[config.mk]
export PLATFORM = sky130hd
export DESIGN_NAME = fetch_stage
export DESIGN_NICKNAME = d
export VERILOG_FILES = /design/src/rtl/fetch_stage_pkg.sv /design/src/rtl/fetch_stage_if_id_reg.sv /design/src/rtl/fetch_stage.sv
export SDC_FILE = /design/constraint.sdc
export NUM_CORES = 1
export LEC_CHECK = 0
export CAP_MARGIN = 15
export CORE_MARGIN = 2
export CORE_UTILIZATION = 42
export DETAILED_ROUTE_END_ITERATION = 12
export PLACE_DENSITY_LB_ADDON = 0.25
export SYNTH_ARGS = -nofsm -noshare
export SYNTH_HDL_FRONTEND = slang
export SYNTH_SLANG_ARGS = --single-unit
export TNS_END_PERCENT = 100
[constraint.sdc]
create_clock -name clk -period 2.2 [get_ports clk]
set_input_delay 0.55 -clock clk [delete_from_list [all_inputs] [get_ports clk]]
set_output_delay 0.55 -clock clk [all_outputs]
set_load 0.01 [all_outputs]
[src/rtl/fetch_stage_pkg.sv]
// Shared definitions for the instruction fetch stage: FSM states, default widths, NOP encoding.
package fetch_stage_pkg;
    localparam int ADDR_W_DEF = 32;
    localparam int DATA_W_DEF = 32;
    localparam logic [31:0] NOP_INSTR = 32'h0000_0000;

    typedef enum logic [1:0] {
        S_IDLE = 2'd0,
        S_REQ  = 2'd1,
        S_WAIT = 2'd2,
        S_HOLD = 2'd3
    } fetch_state_t;
endpackage

[src/rtl/fetch_stage_if_id_reg.sv]
// IF/ID pipeline register: valid/instr/pc with load, hold and clear (clear wins over load).
module if_id_reg
    import fetch_stage_pkg::*;
#(
    parameter int ADDR_W = ADDR_W_DEF,
    parameter int DATA_W = DATA_W_DEF
) (
    input  logic              clk,
    input  logic              rst,
    input  logic              load,
    input  logic              clear,
    input  logic [DATA_W-1:0] instr_d,
    input  logic [ADDR_W-1:0] pc_d,
    output logic              valid,
    output logic [DATA_W-1:0] instr,
    output logic [ADDR_W-1:0] pc
);
    logic              valid_reg;
    logic [DATA_W-1:0] instr_reg;
    logic [ADDR_W-1:0] pc_reg;

    always_ff @(posedge clk or negedge rst) begin
        if (!rst) begin
            valid_reg <= 1'b0;
            instr_reg <= DATA_W'(NOP_INSTR);
            pc_reg    <= '0;
        end else if (clear) begin
            valid_reg <= 1'b0;
            instr_reg <= DATA_W'(NOP_INSTR);
            pc_reg    <= '0;
        end else if (load) begin
            valid_reg <= 1'b1;
            instr_reg <= instr_d;
            pc_reg    <= pc_d;
        end
    end

    assign valid = valid_reg;
    assign instr = instr_reg;
    assign pc    = pc_reg;
endmodule

[src/rtl/fetch_stage.sv]
// Instruction fetch stage: one outstanding imem request, IF/ID register, flush/stall handling.
// Optional performance counters are enabled by defining FETCH_PERF_CNT_EN.
module fetch_stage
    import fetch_stage_pkg::*;
#(
    parameter int ADDR_W = ADDR_W_DEF,
    parameter int DATA_W = DATA_W_DEF
) (
    input  logic              clk,
    input  logic              rst,
    input  logic [ADDR_W-1:0] pc_in,
    input  logic              stall,
    input  logic              flush,
    output logic              imem_req_valid,
    input  logic              imem_req_ready,
    output logic [ADDR_W-1:0] imem_addr,
    input  logic              imem_rsp_valid,
    input  logic [DATA_W-1:0] imem_rsp_data,
    output logic              if_valid,
    output logic [DATA_W-1:0] if_instr,
    output logic [ADDR_W-1:0] if_pc
`ifdef FETCH_PERF_CNT_EN
    ,
    output logic [31:0]       perf_fetch_cnt,
    output logic [31:0]       perf_stall_cnt
`endif
);
    fetch_state_t      state_reg;
    logic [ADDR_W-1:0] req_pc_reg;
    logic              req_valid_reg;
    logic              drop_reg;
    logic              load;

    // A response is delivered only if no flush hit this transaction, including one in this cycle.
    assign load = (state_reg == S_WAIT) && imem_rsp_valid && !drop_reg && !flush;

    always_ff @(posedge clk or negedge rst) begin
        if (!rst) begin
            state_reg     <= S_IDLE;
            req_pc_reg    <= '0;
            req_valid_reg <= 1'b0;
            drop_reg      <= 1'b0;
        end else begin
            case (state_reg)
                S_IDLE: begin
                    req_pc_reg    <= pc_in;
                    req_valid_reg <= 1'b1;
                    state_reg     <= S_REQ;
                end
                S_REQ: begin
                    // The request is never withdrawn; a flush only marks its response for discard.
                    if (flush)
                        drop_reg <= 1'b1;
                    if (imem_req_ready) begin
                        req_valid_reg <= 1'b0;
                        state_reg     <= S_WAIT;
                    end
                end
                S_WAIT: begin
                    if (imem_rsp_valid) begin
                        drop_reg <= 1'b0;
                        if (load && stall) begin
                            state_reg <= S_HOLD;
                        end else begin
                            req_pc_reg    <= pc_in;
                            req_valid_reg <= 1'b1;
                            state_reg     <= S_REQ;
                        end
                    end else if (flush) begin
                        drop_reg <= 1'b1;
                    end
                end
                S_HOLD: begin
                    if (flush || !stall) begin
                        req_pc_reg    <= pc_in;
                        req_valid_reg <= 1'b1;
                        state_reg     <= S_REQ;
                    end
                end
                default: state_reg <= S_IDLE;
            endcase
        end
    end

    assign imem_req_valid = req_valid_reg;
    assign imem_addr      = req_pc_reg;

    if_id_reg #(
        .ADDR_W (ADDR_W),
        .DATA_W (DATA_W)
    ) u_if_id_reg (
        .clk     (clk),
        .rst     (rst),
        .load    (load),
        .clear   (flush),
        .instr_d (imem_rsp_data),
        .pc_d    (req_pc_reg),
        .valid   (if_valid),
        .instr   (if_instr),
        .pc      (if_pc)
    );

`ifdef FETCH_PERF_CNT_EN
    logic [31:0] fetch_cnt_reg;
    logic [31:0] stall_cnt_reg;

    always_ff @(posedge clk or negedge rst) begin
        if (!rst) begin
            fetch_cnt_reg <= '0;
            stall_cnt_reg <= '0;
        end else begin
            if (load)
                fetch_cnt_reg <= fetch_cnt_reg + 32'd1;
            if ((state_reg == S_HOLD) && stall && !flush)
                stall_cnt_reg <= stall_cnt_reg + 32'd1;
        end
    end

    assign perf_fetch_cnt = fetch_cnt_reg;
    assign perf_stall_cnt = stall_cnt_reg;
`else
    // Counters and their ports are absent in this build.
`endif
endmodule
# Yosys cells after proc, flatten, opt, wreduce, memory -nomap -nowiden
# Cells that the tools add are included.
[classes]
n_eq_ne = 7
muxes = 23
reduce_logical = 15
[op_table]
columns = ["op", "n"]
rows = [
  ["32-bit 2-to-1 mux", 7],
  ["32-bit one-hot mux with 3 select lines", 1],
  ["1-bit 2-to-1 mux", 8],
  ["2-bit 2-to-1 mux", 4],
  ["2-bit inequality test (second input constant)", 4],
  ["2-bit one-hot mux with 4 select lines", 1],
  ["4-bit AND reduction", 2],
  ["2-bit equality test (second input constant)", 2],
  ["1-bit logical AND", 4],
  ["1-bit one-hot mux with 4 select lines", 1],
  ["2-bit nonzero test", 2],
  ["1-bit zero test", 3],
  ["3-bit AND reduction", 1],
  ["3-bit nonzero test", 1],
  ["2-bit by 1-bit equality test with 1-bit output (second input constant)", 1],
  ["2-bit zero test", 1],
  ["1-bit one-hot mux with 2 select lines", 1],
  ["1-bit logical OR", 1],
]
[word_totals]
reg_bits = 101
inputBits = 70
output_inout_bits = 98
elab_cells = 52

# Longest topological paths before layout
[depth]
ltp_word = 8
mapped_depth = 7
depth_no_buf = 6

# By module
# Synthesis repeated with hierarchy kept, for this count alone.
[hier_totals]
hier_cells = 305
area_unflattened_um2 = 4140.2
[by_module_without_submodules]
columns = ["module", "instances", "cells_each", "area_per_inst_um2", "seq_area_each_um2"]
rows = [
  ["if_id_reg", 1, 209, 2636.3, 1626.6],
  ["fetch_stage", 1, 96, 1503.9, 900.9],
]

# Worst setup path before layout
# OpenSTA, ideal clock, no wires.
[synth_path]
path_type = "reg-to-reg"
startpoint = "register state_reg[0]"
endpoint = "register req_pc_reg[10] (netlist: imem_addr[10])"
setup_ps = 125
t_arrival_ps = 1669
t_required_ps = 2075
setup_slack_ps = 407
path_stages_with_launch = 8
path_buffers = 1
synth_period_minus_slack_ps = 1793
cell_sequence = "dfrtp_1 inv_1 ha_1 nand2b_1 nand2_2 nor3_4 buf_6 mux2_2"
[synth_via]
elab_chain_cells = 7
elab_cells_between_ends = 13
cone_classes = "eq/ne (5); mux (1); reduce/logical (7)"
[synth_rtl]
columns = ["element", "line_no", "text"]
rows = [
  ["start: declaration", "fetch_stage.sv:28", "fetch_state_t state_reg;"],
  ["start signal: assignment", "fetch_stage.sv:39", "state_reg <= S_IDLE;"],
  ["start signal: assignment", "fetch_stage.sv:48", "state_reg <= S_REQ;"],
  ["start signal: assignment", "fetch_stage.sv:56", "state_reg <= S_WAIT;"],
  ["2-bit equality test", "fetch_stage.sv:35, fetch_stage.sv:44", ""],
  ["1-bit logical AND (3 in series)", "fetch_stage.sv:35", "assign load = (state_reg == S_WAIT) && imem_rsp_valid && !drop_reg && !flush;"],
  ["1-bit logical AND", "fetch_stage.sv:62", "if (load && stall) begin"],
  ["2-bit inequality test (no source line)", "n/a", ""],
  ["4-bit AND reduction (no source line)", "n/a", ""],
  ["end signal: assignment", "fetch_stage.sv:46", "req_pc_reg <= pc_in;"],
  ["end signal: assignment", "fetch_stage.sv:65", "req_pc_reg <= pc_in;"],
  ["end signal: assignment", "fetch_stage.sv:75", "req_pc_reg <= pc_in;"],
  ["end: declaration", "fetch_stage.sv:29", "logic [ADDR_W-1:0] req_pc_reg;"],
]
# Parallel ways exist; a longest one is shown, timed or not.
# A chain may end at the register's enable or synchronous reset.

# Worst setup path in the final report
[layout_path]
startpoint = "register state_reg[0]"
endpoint = "register req_pc_reg[22] (netlist: imem_addr[22])"
# Same word-level chain as after synthesis.

==> flow_metrics.tcl <==
set metrics [dict create \
    core_um2 8680 \
    fmax_mhz 506 \
    hold_viol_final 0 \
    hp-class "primary input to asynchronous set/reset pin" \
    finalSetupViolations 0 \
    cts_root_buf "clkbuf_8" \
    ys_types 26 \
    clockBufferDepth 2 \
    io_pins 168 \
    final_cell_area_um2 5850 \
    reg2reg_depth 7 \
    layout-drive-gt1-share_pct 15.1 \
    finalCriticalPeriod_ps 1980 \
    die_x_um 98.5 \
    pre_cts_ws_ps -36.9 \
    ys_ff_latch 101 \
    fin_cells 533 \
    netlist_area_um2 3750 \
    avgViaCountPerCell 5.14 \
    gp_congestion 0.819 \
    synth_edf_count 0 \
    seq_area_frac_synth_pct 67.3 \
    relSlewSlack_pct 66.9 \
    rsz0062_at_grt "no" \
    grt_pass1_vias 2869 \
    drt_iter0_markers 107 \
    layout_commonest_cell "clkdlybuf4s50_1" \
    slew_violations 0 \
    clock_sinks 101 \
    cts_tree "done" \
    clkTransAtPathRegs_ps 100 \
    placed_area_um2 5650 \
    numCtsBuffers 9 \
    grtUsageTotal_pct 19.5 \
    status "completed" \
    tightest_slew_ps 497 \
    drt_first_pass_iters 4 \
    antenna_left 0 \
    cp-start-kind "flip-flop" \
    num_rows 34 \
    drt-total-wl_um 9160 \
    crit_arrival_ps 2210 \
    port_buffers 167 \
    path_class "flip-flop to flip-flop" \
    min_period_over_period_pct 89.8 \
    wire_per_inst_um 17.2 \
    fin_ws_ps 223 \
    syn_avg_cell_area_um2 15.4 \
    endpoint_kind "flip-flop" \
    skew_ps 12.0 \
    fin_nets 494 \
    grt_max_degree 54 \
    syn_inst 243 \
    p_leak_nw 2.57 \
    hold_buffers 0 \
    diodes 0 \
    dp_cells 517 \
    reg2reg_from "state_reg[0]$_DFFE_PN0P_" \
    synth-main-ff-cell "dfrtp_1" \
    dpl.hpwl_um 6720 \
    cts.repair.resized 0 \
    areaGrowthSynthToFinish_pct 55.9 \
    cellPowerDensity_nw_per_um2 951 \
    layout_common_cells "166 x clkdlybuf4s50_1, 101 x dfrtp_1, 64 x a22o_1" \
    r2r_slack_ps 220 \
    path_max_fanout 21 \
    die_h_um 98.5 \
    timing.rr.end "imem_addr[22]$_DFFE_PN0P_" \
    maxCapViolCount 0 \
    antenna_found_initial 0 \
    ir_drop_uv 496 \
    num_vias 2741 \
    async_flop_share_pct 100 \
    post_cts_buffers 0 \
    drc 0 \
    utilization_pct 67.4 \
    grt_pass1_wl_um 15000 \
    htreeDepth 3 \
    synth_warnings 0 \
    nFillCells 653 \
    dieArea_um2 9710 \
    synth_fp_nets 317 \
    worstSkewPairLatency_ps 350 \
    grt-ovfl-total 0 \
    required_ps 2430 \
    initial_core_util_pct 43.3 \
]
[report_power, final]
group / total, W / internal (W) / leakage, nW / switching (W)
registers: 0.00248 / 0.00221 / 1.33 / 0.000271
logic: 0.00191 / 0.00119 / 1.15 / 0.000725
clock network: 0.00117 / 0.000560 / 0.0959 / 0.000608
total: 0.00556 / 0.00396 / 2.57 / 0.00160
[synthesized netlist by cell type, drive strengths merged, types with 2 or more instances]
cell type / count / area share (%)
a22o: 64 / 15
dfrtp: 101 / 67
o21ai: 2 / 0.27
mux2: 32 / 9.6
clkbuf: 6 / 0.60
a21oi: 4 / 0.63
ha: 4 / 1.3
inv: 4 / 0.40
nand2: 2 / 0.27
nand3b: 2 / 0.40
buf: 10 / 1.8
nor2: 2 / 0.20
[layout make-up]
type | instances | area, um^2 | area share, %
Clock buffer | 11 | 141 | 2.42
Timing Repair Buffer | 182 | 1840 | 31.5
Inverter | 4 | 15.0 | 0.257
Clock inverter | 5 | 58.8 | 1.01
Sequential cell | 101 | 2530 | 43.2
Multi-Input combinational cell | 122 | 1130 | 19.3
Tap cell | 108 | 135 | 2.31
[cells by family after synthesis]
kind of cell               synth area share, %
and+or+nand+nor                           2.20
DFF                                       67.3
buffers and inverters                     2.83
muxes                                     9.87
adders and majority gates                 1.33
AOI/OAI and AO/OA                         16.4
[per-stage QoR]
step	hold WS (ps)	power (W)	setup TNS, ps
after global placement	487	0.00441	0
after CTS	157	0.00565	0
final	146	0.00556	0
after floorplan	254	0.00340	0
after detailed placement	491	0.00447	-768
after global routing	168	0.00587	0
[layer usage]
metal	track usage (%)	routed length, um
met1	27.7	4100
met2	29.9	4350
met3	4.75	568
met4	6.22	139
met5	0	0
[critical path, cell delays in order, from the launching register on]
cell and delay, ps:
dfrtp_1 440, inv_1 70, ha_1 310, nand2b_1 160, nand2_2 90, nor3_4 250, buf_12 200, mux2_2 340
[how the worst max path moves through the flow]
stage                     cells past startpoint                     start                         to  slack (ps)
final                                         7  state_reg[0]$_DFFE_PN0P_  imem_addr[22]$_DFFE_PN0P_         220
after global routing                          7  state_reg[0]$_DFFE_PN0P_  imem_addr[12]$_DFFE_PN0P_          60
after CTS                                     7  state_reg[0]$_DFFE_PN0P_  imem_addr[22]$_DFFE_PN0P_         190
after detailed placement                      6                     flush  imem_addr[22]$_DFFE_PN0P_         -40
after global placement                        6                     flush  imem_addr[30]$_DFFE_PN0P_           8
after floorplan                               7  state_reg[0]$_DFFE_PN0P_  imem_addr[10]$_DFFE_PN0P_         410
No activity file was read; power rests on OpenSTA's default activity.
